### src/rtl/ball_engine.sv
// Pong ball: per-frame position/direction update, wall bounce, paddle-hit reversal,
// miss detection and the serve state machine, plus the ball pixel decode.
module ball_engine #(
    parameter int p_H_VISIBLE   = 640,
    parameter int p_V_VISIBLE   = 480,
    parameter int p_SIZE        = 10,
    parameter int p_SPEED       = 1,
    parameter int p_SERVE_DELAY = 60,
    parameter int p_TICK_LINE   = 481
) (
    input  logic       i_Clk,
    input  logic       i_Reset,
    input  logic [9:0] i_HSync_Pos,
    input  logic [9:0] i_VSync_Pos,
    input  logic       i_Hit,
    input  logic       i_Enable,
    output logic       o_Video,
    output logic       o_Miss_Left,
    output logic       o_Miss_Right,
    output logic       o_Serving
);

    localparam logic signed [10:0] X_CENTRE = 11'((p_H_VISIBLE - p_SIZE) / 2);
    localparam logic signed [10:0] Y_CENTRE = 11'((p_V_VISIBLE - p_SIZE) / 2);
    localparam logic signed [10:0] X_MAX    = 11'(p_H_VISIBLE - p_SIZE);
    localparam logic signed [10:0] Y_MAX    = 11'(p_V_VISIBLE - p_SIZE);
    localparam logic signed [10:0] SPEED    = 11'(p_SPEED);
    localparam logic signed [10:0] SIZE     = 11'(p_SIZE);

    typedef enum logic [1:0] {
        S_CENTRE,
        S_WAIT,
        S_PLAY,
        S_MISS
    } state_t;

    state_t             state_q, state_d;
    logic signed [10:0] x_q, x_d;
    logic signed [10:0] y_q, y_d;
    logic               xdir_q, xdir_d;
    logic               ydir_q, ydir_d;
    logic [7:0]         delay_q, delay_d;
    logic               hit_q, hit_d;
    logic               miss_left_q, miss_left_d;
    logic               miss_right_q, miss_right_d;

    logic               tick;
    logic               hit_now;
    logic               xdir_n;
    logic signed [10:0] x_next;
    logic signed [10:0] y_next;
    logic [7:0]         delay_inc;
    logic signed [10:0] h_pos;
    logic signed [10:0] v_pos;

    function automatic logic signed [10:0] sat_y(input logic signed [10:0] v);
        if (v <= 11'sd0)
            return 11'sd0;
        else if (v >= Y_MAX)
            return Y_MAX;
        else
            return v;
    endfunction

    assign tick      = (i_VSync_Pos == 10'(p_TICK_LINE)) && (i_HSync_Pos == 10'd0);
    // A hit arriving on the tick cycle itself must still count this frame.
    assign hit_now   = hit_q | i_Hit;
    assign xdir_n    = xdir_q ^ hit_now;
    assign x_next    = xdir_n ? (x_q + SPEED) : (x_q - SPEED);
    assign y_next    = ydir_q ? (y_q + SPEED) : (y_q - SPEED);
    assign delay_inc = delay_q + 8'd1;

    always_comb begin
        state_d      = state_q;
        x_d          = x_q;
        y_d          = y_q;
        xdir_d       = xdir_q;
        ydir_d       = ydir_q;
        delay_d      = delay_q;
        hit_d        = hit_now;
        miss_left_d  = 1'b0;
        miss_right_d = 1'b0;
        if (tick) begin
            hit_d = 1'b0;
            if (i_Enable) begin
                case (state_q)
                    S_CENTRE: begin
                        x_d     = X_CENTRE;
                        y_d     = Y_CENTRE;
                        delay_d = 8'd0;
                        state_d = S_WAIT;
                    end
                    S_WAIT: begin
                        delay_d = delay_inc;
                        if (delay_inc == 8'(p_SERVE_DELAY))
                            state_d = S_PLAY;
                    end
                    S_PLAY: begin
                        xdir_d = xdir_n;
                        y_d    = sat_y(y_next);
                        if (y_next <= 11'sd0)
                            ydir_d = 1'b1;
                        else if (y_next >= Y_MAX)
                            ydir_d = 1'b0;
                        // xdir_d on a miss is the direction of the next serve
                        if (x_next < 11'sd0) begin
                            x_d         = 11'sd0;
                            xdir_d      = 1'b0;
                            miss_left_d = 1'b1;
                            state_d     = S_MISS;
                        end else if (x_next > X_MAX) begin
                            x_d          = X_MAX;
                            xdir_d       = 1'b1;
                            miss_right_d = 1'b1;
                            state_d      = S_MISS;
                        end else begin
                            x_d = x_next;
                        end
                    end
                    S_MISS: begin
                        x_d     = X_CENTRE;
                        y_d     = Y_CENTRE;
                        state_d = S_CENTRE;
                    end
                    default: state_d = S_CENTRE;
                endcase
            end
        end
    end

    always_ff @(posedge i_Clk) begin
        if (i_Reset) begin
            state_q      <= S_CENTRE;
            x_q          <= X_CENTRE;
            y_q          <= Y_CENTRE;
            xdir_q       <= 1'b1;
            ydir_q       <= 1'b1;
            delay_q      <= 8'd0;
            hit_q        <= 1'b0;
            miss_left_q  <= 1'b0;
            miss_right_q <= 1'b0;
        end else begin
            state_q      <= state_d;
            x_q          <= x_d;
            y_q          <= y_d;
            xdir_q       <= xdir_d;
            ydir_q       <= ydir_d;
            delay_q      <= delay_d;
            hit_q        <= hit_d;
            miss_left_q  <= miss_left_d;
            miss_right_q <= miss_right_d;
        end
    end

    assign h_pos = signed'({1'b0, i_HSync_Pos});
    assign v_pos = signed'({1'b0, i_VSync_Pos});

    // Ball blanks for the single MISS frame.
    assign o_Video = (state_q != S_MISS) &&
                     (h_pos >= x_q) && (h_pos < x_q + SIZE) &&
                     (v_pos >= y_q) && (v_pos < y_q + SIZE);

    assign o_Miss_Left  = miss_left_q;
    assign o_Miss_Right = miss_right_q;
    assign o_Serving    = (state_q == S_CENTRE) || (state_q == S_WAIT);

endmodule

### config.mk
export PLATFORM = sky130hd
export DESIGN_NAME = ball_engine
export DESIGN_NICKNAME = d
export VERILOG_FILES = /design/src/rtl/ball_engine.sv
export SDC_FILE = /design/constraint.sdc
export NUM_CORES = 1
export LEC_CHECK = 0
export CAP_MARGIN = 20
export CELL_PAD_IN_SITES_DETAIL_PLACEMENT = 1
export CELL_PAD_IN_SITES_GLOBAL_PLACEMENT = 1
export CORE_AREA = 2 2 101 103
export DETAILED_ROUTE_END_ITERATION = 8
export DIE_AREA = 0 0 103 105
export GPL_TIMING_DRIVEN = 0
export PLACE_DENSITY_LB_ADDON = 0.1
export RECOVER_POWER = 50
export REMOVE_ABC_BUFFERS = 1
export SLEW_MARGIN = 15
export SYNTH_ARGS = -nofsm -noshare
export SYNTH_HDL_FRONTEND = slang
export SYNTH_SLANG_ARGS = --single-unit
### constraint.sdc
create_clock -name i_Clk -period 4.5 [get_ports i_Clk]
set_clock_uncertainty 0.1 [all_clocks]
set_input_delay 1.35 -clock i_Clk [delete_from_list [all_inputs] [get_ports i_Clk]]
set_output_delay 1.35 -clock i_Clk [all_outputs]
set_load 0.03 [all_outputs]
==> results by group, run 1 <==
Outcome
  • Result of the run: finished with violations
  • Failing checks: setup timing

Power and ir drop
  • Proportion of power drawn by the clock network: 38.3%
  • Combinational fraction of design power: 13.7%
  • PD cells: 148.3 nW/µm²
  • Power dissipated by switching net loads: 0.1773 mW
  • Worst supply voltage drop on vdd: 0.0001246 V
  • Standby leakage power: 1.849 nW
  • Cell Int Power: 0.4875 mW
  • Switching fraction of total power: 26.67%
  • Overall power after layout: 0.6648 mW
  • Sequential power share: 48.1%

Yosys
  • Sequential fraction of the synthesis area: 18.90%
  • Cell taking the most area after synthesis: ha_1
  • Dominant cells by area after synthesis: ha_1, dfxtp_1, xnor2_1
  • Synthesized instance count: 483
  • Share of synthesized registers carrying an async set or reset: 0%
  • Post-synth cell types: 72
  • Register bit count reported by yosys: 36
  • Most frequent cells after synthesis: ha_1, nor2_1, dfxtp_1
  • Most repeated cell in the gate-level netlist after synthesis: ha_1
  • Number of warning messages in the yosys log: 0
  • Post-synth design cell area: 3814 µm²
  • Main synth FF type: dfxtp_1
  • Count of flip-flops with a built-in enable after synthesis: 0
  • Synthesized area per cell: 7.896 µm²
  • Share of Yosys cell area claimed by the top area cell type: 19.03%

STA
  • Period minus WS final: 4.627 ns
  • RSZ-0062 raised after global routing: yes
  • Tcrit/Tclk final: 102.8%
  • Actual slew at the worst max-slew pin: 1.418 ns
  • Max-slew violation count: 0
  • Number of failing setup endpoints in the final timing report: 3
  • Slew Limit Headroom: 4.609%
  • Maximum clock frequency: 0.2161 GHz
  • Post-route worst setup slack: -0.1269 ns
  • Final hold vios: 0

Route
  • Vias: 3,604
  • Number of vias per cell after detailed routing: 5.640
  • TritonRoute pass-1 iters: 4
  • First-iteration detailed-routing DRC count: 80
  • Post-route DRC: 0
  • WL final: 11.07 mm
  • Remaining antenna violation count after routing: 0
  • Wire length per cell: 17.32 µm

Layout
  • Fill cells: 1,196
  • Final standard cell count with taps included and fillers excluded: 639
  • Post-layout net count: 588
  • Proportion of layout cells with a drive suffix above 1: 14.23%
  • Fin area: 4482 µm²
  • Number of diodes: 0
  • P&R area growth vs syn: 17.52%
  • Sequential Area: 723.2 µm²
  • Area occupied by multi-input gates: 3090 µm²
  • Final standard cell utilization of the core: 46.50%

GRT
  • Pin count of the biggest net entering global routing: 26
  • Antenna violations before repair: 0
  • Wire length of the first global-routing pass: 18.13 mm
  • Total Routing Usage GR: 21.03%
  • Via count of the first global-routing pass: 3,736
  • Remaining Overflow, GRT: 0

Clock tree
  • Clock tree from TritonCTS: yes
  • H-Tree Depth: 2
  • Cts hold-fix bufs: 0
  • Maximum number of buffers from clock root to sink: 2
  • # clock sinks: 36
  • Buffer type at the clock tree root: clkbuf_8
  • Clock buffers created by TritonCTS: 5
  • Clock-pin slew on the worst setup and hold paths: 0.09 ns
  • Clock latency of the later-clocked register in the worst-skew pair: 0.30 ns

Place
  • HPWL Detailed: 8.725 mm
  • PortBufs: 27
  • Number of placed instances with taps included: 627
  • Setup Slack @ Placement: -1.213 ns
  • Area of placed instances: 4159 µm²
  • Global placer's final weighted congestion: 0.7907

Setup path
  • Type of element launching the critical path: input port
  • Type of element capturing the critical path: primary output
  • Top delay family on crit path: compound AO/OA/AOI/OAI gates
  • Cell with the largest stage delay on the worst path: a221o_1
  • Crit path largest cell delay: 0.34 ns
  • Maximum fanout encountered on the critical timing path: 3
  • Arrival time reported for the critical path endpoint: 3.18 ns
  • Type of the worst setup path: in -> out
  • CP Data Required Time: 3.05 ns
  • Critical path, cell by cell: clkdlybuf4s15_1, ha_4, a21o_1, a221o_1, a31oi_1, nand4_1, nor4b_2, buf_4
  • Buf+Inv Stages, Crit Path: 2

Worst hold path
  • Min-delay worst type: reg -> reg

Floorplanning
  • Total I/O pin count: 28
  • Starting density of the core: 39.56%
  • Die outline area: 10,820 µm²
  • Die Width: 103 µm
  • Core ar.: 9639 µm²
  • Site Rows: 36
  • Die extent in y: 105 µm

Run
  • Count of maximum capacitance violations: 0
-- layer usage --
layer | vias up | global-route usage (%) | part of all wire (%)
met3 | 15 | 2.876 | 1.8
met1 | 1747 | 25.04 | 45
met5 | - | 0 | 0
met2 | 29 | 38.87 | 51
met4 | 0 | 4.981 | 2.4
li1 | 1813 | - | -
-- metrics by stage --
step                hold WS [ns]  setup TNS, ns
detailed placement        0.3818         -5.362
floorplan                 0.3429        -0.5163
global placement          0.3694         -4.516
finish                    0.4005        -0.1467
global route              0.4288         -1.149
CTS                       0.3953        -0.1051
-- state kept, by name, summed over array words and instances, names as in the netlist --
register / flops
y_q: 11
x_q: 10
delay_q: 8
state_q: 2
hit_q: 1
o_Miss_Left: 1
o_Miss_Right: 1
xdir_q: 1
ydir_q: 1
-- path summary, 6_finish.rpt --
kind,end,slack [ns],depth (start not counted),start
worst min-delay path,delay_q[7],0.40,1,delay_q[7]
worst max-delay path,o_Video,-0.13,8,i_VSync_Pos[8]
worst min register to register,delay_q[7],0.40,1,delay_q[7]
worst max register to register,state_q[1],1.15,12,xdir_q
-- logic make-up after synthesis --
family | share of synthesized area (%)
AO/OA/AOI/OAI | 26.25
multiplexers | 0.9185
flip-flops | 18.90
buffers and inverters | 5.741
XOR/XNOR | 7.972
adder cells (fa/ha/maj) | 19.55
AND/OR/NAND/NOR | 20.67
-- placed cells by master (no fill, tap or decap), types with 10 or more instances in the layout --
| master | instances |
|---|---|
| nand3_1 | 14 |
| ha_1 | 44 |
| nor2_1 | 50 |
| inv_1 | 32 |
| ha_4 | 11 |
| a21o_1 | 10 |
| xnor2_1 | 26 |
| dlygate4sd2_1 | 10 |
| dfxtp_1 | 34 |
| a21oi_1 | 27 |
| o21ai_0 | 23 |
| nor3_1 | 11 |
| nand2_1 | 32 |
-- power groups by stage --
stage               logic, mW  registers, mW  clock network, mW
global placement       0.0798          0.327                  0
global route            0.103          0.320              0.272
finish                 0.0909          0.319              0.254
detailed placement     0.0821          0.327                  0
CTS                    0.0879          0.319              0.260
floorplan              0.0386          0.327                  0
-- cell type report --
cell class | instances | share of cell area (%)
inverters | 34 | 2.848
repair buffers | 31 | 6.198
flip-flops and latches | 36 | 16.14
well taps | 133 | 3.713
multi-input cells | 397 | 68.96
clock inverters | 2 | 0.3071
clock buffers | 6 | 1.843
-- timing repair --
action / in CTS / in global routing
pin swaps: 31 / 6
buffers inserted: 4 / 0
gates resized for setup: 86 / 16
gates cloned: 0 / 0
endpoints found under the setup margin: 8 / 11
No activity file was read; power rests on OpenSTA's default activity.
==> run 2: changes to the inputs <==
--- a/config.mk
+++ b/config.mk
@@ -8,10 +8,11 @@
 export CAP_MARGIN = 20
 export CELL_PAD_IN_SITES_DETAIL_PLACEMENT = 1
 export CELL_PAD_IN_SITES_GLOBAL_PLACEMENT = 1
-export CORE_AREA = 2 2 101 103
+export CORE_AREA = 2 2 96 98
 export DETAILED_ROUTE_END_ITERATION = 8
-export DIE_AREA = 0 0 103 105
+export DIE_AREA = 0 0 98 100
 export GPL_TIMING_DRIVEN = 0
+export MAX_ROUTING_LAYER = met4
 export PLACE_DENSITY_LB_ADDON = 0.1
 export RECOVER_POWER = 50
 export REMOVE_ABC_BUFFERS = 1
==> run 2 against run 1 <==
The flow still finishes with violations (setup timing). Clock power is 13% higher. Worst setup slack better by 0.040 ns. Non-clock buffer count is 2 higher. Global-route usage is 1.8 points higher. Sequential power hardly changed. Count of clock-buffer cells in the layout stayed put. Power is 5.0% higher. Cell count is 3.1% lower. Critical path depth is 3 higher. Hold slack worse by 0.0075 ns. Critical path type unchanged. Largest cell class unchanged. Largest power group unchanged.
==> results by group, run 2 (synthesized netlist as in run 1, its figures left out) <==
Route
  • WL final: 10.95 mm
  • TritonRoute pass-1 iters: 4
  • Number of vias per cell after detailed routing: 5.898
  • Wire length per cell: 17.69 µm
  • First-iteration detailed-routing DRC count: 108
  • Vias: 3,651
  • Remaining antenna violation count after routing: 0
  • Post-route DRC: 0

STA
  • Slew Limit Headroom: 5.109%
  • Number of failing setup endpoints in the final timing report: 1
  • Tcrit/Tclk final: 101.9%
  • Maximum clock frequency: 0.2180 GHz
  • Final hold vios: 0
  • RSZ-0062 raised after global routing: yes
  • Max-slew violation count: 0
  • Total Negative Setup Slacks: -0.08652 ns
  • Actual slew at the worst max-slew pin: 1.410 ns
  • Post-route worst setup slack: -0.08652 ns
  • Period minus WS final: 4.587 ns
  • Hold Slack: 0.3930 ns

GRT
  • Total Routing Usage GR: 22.82%
  • Remaining Overflow, GRT: 0
  • Pin count of the biggest net entering global routing: 26
  • Wire length of the first global-routing pass: 17.95 mm
  • Antenna violations before repair: 0
  • Via count of the first global-routing pass: 3,676

Layout
  • Most frequent cells in the layout: nor2_1, ha_1, dfxtp_1
  • Most flop-heavy register: y_q
  • Proportion of layout cells with a drive suffix above 1: 14.57%
  • Number of diodes: 0
  • Largest registers: y_q (11), x_q (10), delay_q (8)
  • Flip-flop count of the largest register, all copies and words added: 11
  • Post-layout net count: 590
  • Most common library cell in the layout ignoring fill and taps: nor2_1
  • P&R area growth vs syn: 17.42%

Place
  • HPWL Detailed: 8.614 mm
  • PortBufs: 27
  • Global placer's final weighted congestion: 0.8171
  • Setup Slack @ Placement: -1.265 ns

Floorplanning
  • Die extent in y: 100 µm
  • Die Width: 98 µm
  • Die outline area: 9800 µm²
  • Core ar.: 8890 µm²
  • Total I/O pin count: 28
  • Starting density of the core: 42.90%
  • Site Rows: 35

Clock tree
  • Maximum number of buffers from clock root to sink: 2
  • Clock buffers created by TritonCTS: 5
  • Clock-pin slew on the worst setup and hold paths: 0.08 ns
  • Cts hold-fix bufs: 0
  • Clock tree from TritonCTS: yes
  • Clock latency of the later-clocked register in the worst-skew pair: 0.29 ns
  • H-Tree Depth: 2
  • Buffer type at the clock tree root: clkbuf_8
  • # clock sinks: 36

Worst hold path
  • Min-delay worst type: reg -> reg

Setup path
  • CP Data Required Time: 3.05 ns
  • Type of the worst setup path: in -> out
  • Crit path largest cell delay: 0.27 ns
  • Maximum fanout encountered on the critical timing path: 3
  • Critical path, cell by cell: buf_8, ha_4, o21bai_1, a21o_1, a21oi_2, o21ai_1, o21a_1, o2111ai_2, nand4_1, nor4b_2, buf_4
  • Type of element capturing the critical path: primary output
  • Cell with the largest stage delay on the worst path: ha_4
  • Arrival time reported for the critical path endpoint: 3.14 ns
  • Type of element launching the critical path: input port

Power and ir drop
  • Switching fraction of total power: 24.42%
  • Proportion of power drawn by the clock network: 41.0%
  • Worst supply voltage drop on vdd: 0.0001307 V
  • Sequential power share: 45.7%
  • Standby leakage power: 1.865 nW
  • Cell Int Power: 0.5278 mW
  • PD cells: 155.9 nW/µm²
  • Power dissipated by switching net loads: 0.1705 mW
  • Combinational fraction of design power: 13.3%

Run
  • Count of maximum capacitance violations: 0

Outcome
  • Result of the run: finished with violations
  • Failing checks: setup timing
## run 2: cell types whose count changed in the layout (fill, tap and decap cells not counted), sizes merged
cell | before | now
buf | 12 | 13
clkbuf | 6 | 7
bufinv | 0 | 1
inv | 35 | 34
## run 2: final timing paths
path / from / endpoint / slack [ns] / cells past startpoint
worst min-delay path: delay_q[7] / delay_q[7] / 0.39 / 1
worst max-delay path: i_HSync_Pos[1] / o_Video / -0.09 / 11
worst min register to register: delay_q[7] / delay_q[7] / 0.39 / 1
worst max register to register: ydir_q / y_q[3] / 1.15 / 10
## run 2: cell type report
cell class,count,area [µm²]
Clock buffer,6,72.57
Clock inverter,2,35.03
Fill cell,1065,4412
Inverter,34,127.6
Multi-Input combinational cell,397,3093
Sequential cell,36,724.4
Tap cell,111,138.9
Timing Repair Buffer,33,286.5
## run 2: per-layer routing
| metal | part of all wire (%) | track usage [%] | vias to the layer above |
|---|---|---|---|
| li1 | - | - | 1827 |
| met1 | 50 | 30.33 | 1763 |
| met2 | 47 | 38.46 | 53 |
| met3 | 2.0 | 2.019 | 8 |
| met4 | 0.73 | 4.167 | 0 |
| met5 | 0 | - | - |
## run 2: worst max-delay path, delay by kind of cell
| family | cells | cell delay, ns |
|---|---|---|
| AO/OA/AOI/OAI | 6 | 0.84 |
| adder cells (fa/ha/maj) | 1 | 0.27 |
| buffers and inverters | 2 | 0.30 |
| AND/OR/NAND/NOR | 2 | 0.39 |
## run 2: through the flow
step	instances	power [mW]	instance area, µm²	util, %
final	619	0.6983	4478	50.37
after global placement	605	0.4044	4131	46.47
after CTS	619	0.7023	4472	50.30
after detailed placement	605	0.4087	4131	46.47
after global routing	619	0.7253	4478	50.37
after floorplan	467	0.3653	3722	-
## run 2: power groups by stage
stage	Sequential (mW)	Combinational, mW	Clock (mW)
floorplan	0.327	0.0386	0
global placement	0.327	0.0777	0
detailed placement	0.327	0.0819	0
CTS	0.319	0.0914	0.292
global route	0.319	0.103	0.303
finish	0.319	0.0926	0.286
## run 2: timing repair
action,in CTS,in global routing
setup endpoints to repair,10,12
gates resized for setup,94,7
pin swaps,37,7
setup buffers,6,0
==> run 3: changes to the inputs <==
--- a/config.mk
+++ b/config.mk
@@ -16,6 +16,7 @@
 export PLACE_DENSITY_LB_ADDON = 0.1
 export RECOVER_POWER = 50
 export REMOVE_ABC_BUFFERS = 1
+export SKIP_CTS_REPAIR_TIMING = 1
 export SLEW_MARGIN = 15
 export SYNTH_ARGS = -nofsm -noshare
 export SYNTH_HDL_FRONTEND = slang
==> run 3 against run 2 <==
Sequential power about the same. Global-route usage decreased by 0.67 points. Wire length increased by 0.25%. Die area unchanged. Largest power group unchanged. Cell area about the same. Critical path type unchanged. Highest routed layer unchanged. The flow still finishes with violations (setup timing). Via count decreased by 0.66%. Count of clock-buffer cells in the layout unchanged. Clock power about the same. Sequential share of layout area about the same. Power increased by 0.44%. Largest cell class unchanged. Critical path depth unchanged.
==> results by group, run 3 (synthesized netlist as in run 1, its figures left out) <==
Worst hold path
  • Min-delay worst type: reg -> reg
  • Hold Path Depth: 1

STA
  • Period minus WS final: 4.653 ns
  • Number of failing setup endpoints in the final timing report: 1
  • Maximum clock frequency: 0.2149 GHz
  • Actual slew at the worst max-slew pin: 1.373 ns
  • Final hold vios: 0
  • Tcrit/Tclk final: 103.4%
  • Post-route worst setup slack: -0.1533 ns
  • Slew Limit Headroom: 7.591%
  • Hold Slack: 0.3928 ns
  • Total Negative Setup Slacks: -0.1533 ns
  • Max-slew violation count: 0
  • RSZ-0062 raised after global routing: yes

Route
  • Post-route DRC: 0
  • TritonRoute pass-1 iters: 5
  • Vias: 3,627
  • Wire length per cell: 17.85 µm
  • Remaining antenna violation count after routing: 0
  • WL final: 10.98 mm
  • First-iteration detailed-routing DRC count: 103
  • Number of vias per cell after detailed routing: 5.898

Layout
  • Proportion of layout cells with a drive suffix above 1: 13.69%
  • Most common library cell in the layout ignoring fill and taps: nor2_1
  • Final standard cell count with taps included and fillers excluded: 615
  • Final standard cell utilization of the core: 50.34%
  • Post-layout net count: 586
  • Fin area: 4476 µm²
  • Number of diodes: 0
  • Most frequent cells in the layout: nor2_1, ha_1, inv_1, dfxtp_1, nand2_1
  • Flip-flop count of the largest register, all copies and words added: 11
  • Largest registers: y_q (11), x_q (10), delay_q (8)
  • Most flop-heavy register: y_q
  • P&R area growth vs syn: 17.36%

Setup path
  • Top delay family on crit path: compound AO/OA/AOI/OAI gates
  • Crit path largest cell delay: 0.36 ns
  • Worst reg-to-reg path cell count: 10
  • Type of element capturing the critical path: primary output
  • Type of element launching the critical path: input port
  • CP Data Required Time: 3.05 ns
  • Critical path, cell by cell: buf_8, ha_4, nor2b_1, o21ai_1, nand2b_1, a21oi_1, o21ai_1, a211o_1, a2111oi_4, nor4b_4, buf_4
  • Most frequent CP cell: o21ai_1
  • Arrival time reported for the critical path endpoint: 3.20 ns
  • Type of the worst setup path: in -> out
  • Logic depth of the worst path, buffers included: 11
  • Buf+Inv Stages, Crit Path: 2
  • Cell with the largest stage delay on the worst path: a2111oi_4
  • Maximum fanout encountered on the critical timing path: 3

Floorplanning
  • Site Rows: 35
  • Die outline area: 9800 µm²
  • Total I/O pin count: 28
  • Die Width: 98 µm
  • Starting density of the core: 42.90%
  • Die extent in y: 100 µm
  • Core ar.: 8890 µm²

GRT
  • Antenna violations before repair: 0
  • Via count of the first global-routing pass: 3,629
  • Remaining Overflow, GRT: 0
  • Wire length of the first global-routing pass: 17.53 mm
  • Pin count of the biggest net entering global routing: 26
  • Total Routing Usage GR: 22.15%

Place
  • Area of placed instances: 4131 µm²
  • Setup Slack @ Placement: -1.265 ns
  • HPWL Detailed: 8.614 mm
  • Number of placed instances with taps included: 605
  • PortBufs: 27
  • Global placer's final weighted congestion: 0.8171

Clock tree
  • Clock-pin slew on the worst setup and hold paths: 0.07 ns
  • H-Tree Depth: 2
  • Clock tree from TritonCTS: yes
  • Clock buffers created by TritonCTS: 5
  • Maximum number of buffers from clock root to sink: 2
  • Buffer type at the clock tree root: clkbuf_8
  • Clock latency of the later-clocked register in the worst-skew pair: 0.29 ns
  • # clock sinks: 36

Power and ir drop
  • Switching fraction of total power: 24.34%
  • Power dissipated by switching net loads: 0.1707 mW
  • Standby leakage power: 1.950 nW
  • Proportion of power drawn by the clock network: 40.8%
  • Overall power after layout: 0.7014 mW
  • Sequential power share: 45.5%
  • Cell Int Power: 0.5307 mW
  • PD cells: 156.7 nW/µm²
  • Worst supply voltage drop on vdd: 0.0001303 V
  • Combinational fraction of design power: 13.7%

Run
  • Count of maximum capacitance violations: 0

Outcome
  • Failing checks: setup timing
  • Result of the run: finished with violations
run 3: changes by cell type in the layout (fill, tap and decap cells not counted), moves of 3 or more:
cell / change
dlymetal6s2s_1: +12
dlygate4sd2_1: -10
buf_4: -5
ha_4: -5
buf_2: -3
clkbuf_2: +3
ha_1: +3
run 3: power groups by stage:
| stage | registers, mW | clock network, mW | logic, mW |
|---|---|---|---|
| CTS | 0.319 | 0.292 | 0.0825 |
| global route | 0.319 | 0.303 | 0.106 |
| floorplan | 0.327 | 0 | 0.0386 |
| global placement | 0.327 | 0 | 0.0777 |
| finish | 0.319 | 0.286 | 0.0960 |
| detailed placement | 0.327 | 0 | 0.0819 |
run 3: layout make-up:
| type | instances | area (µm²) |
|---|---|---|
| clock buffer | 6 | 72.57 |
| clock inverter | 2 | 35.03 |
| fill | 1069 | 4414 |
| inverter | 34 | 127.6 |
| multi-input combinational | 397 | 3079 |
| sequential | 36 | 724.4 |
| tap | 111 | 138.9 |
| timing repair buffer | 29 | 297.8 |
run 3: worst paths after layout:
kind,end,slack [ns],startpoint
max,o_Video,-0.15,i_HSync_Pos[1]
min,delay_q[7],0.39,delay_q[7]
max reg2reg,y_q[3],1.14,ydir_q
min reg2reg,delay_q[7],0.39,delay_q[7]
run 3: routing by layer:
layer / track usage, % / wire length (µm) / part of all wire (%)
met5: - / 0 / 0
met3: 1.950 / 260 / 2.4
met4: 4.487 / 102 / 0.93
met2: 36.72 / 5219 / 48
met1: 29.78 / 5394 / 49
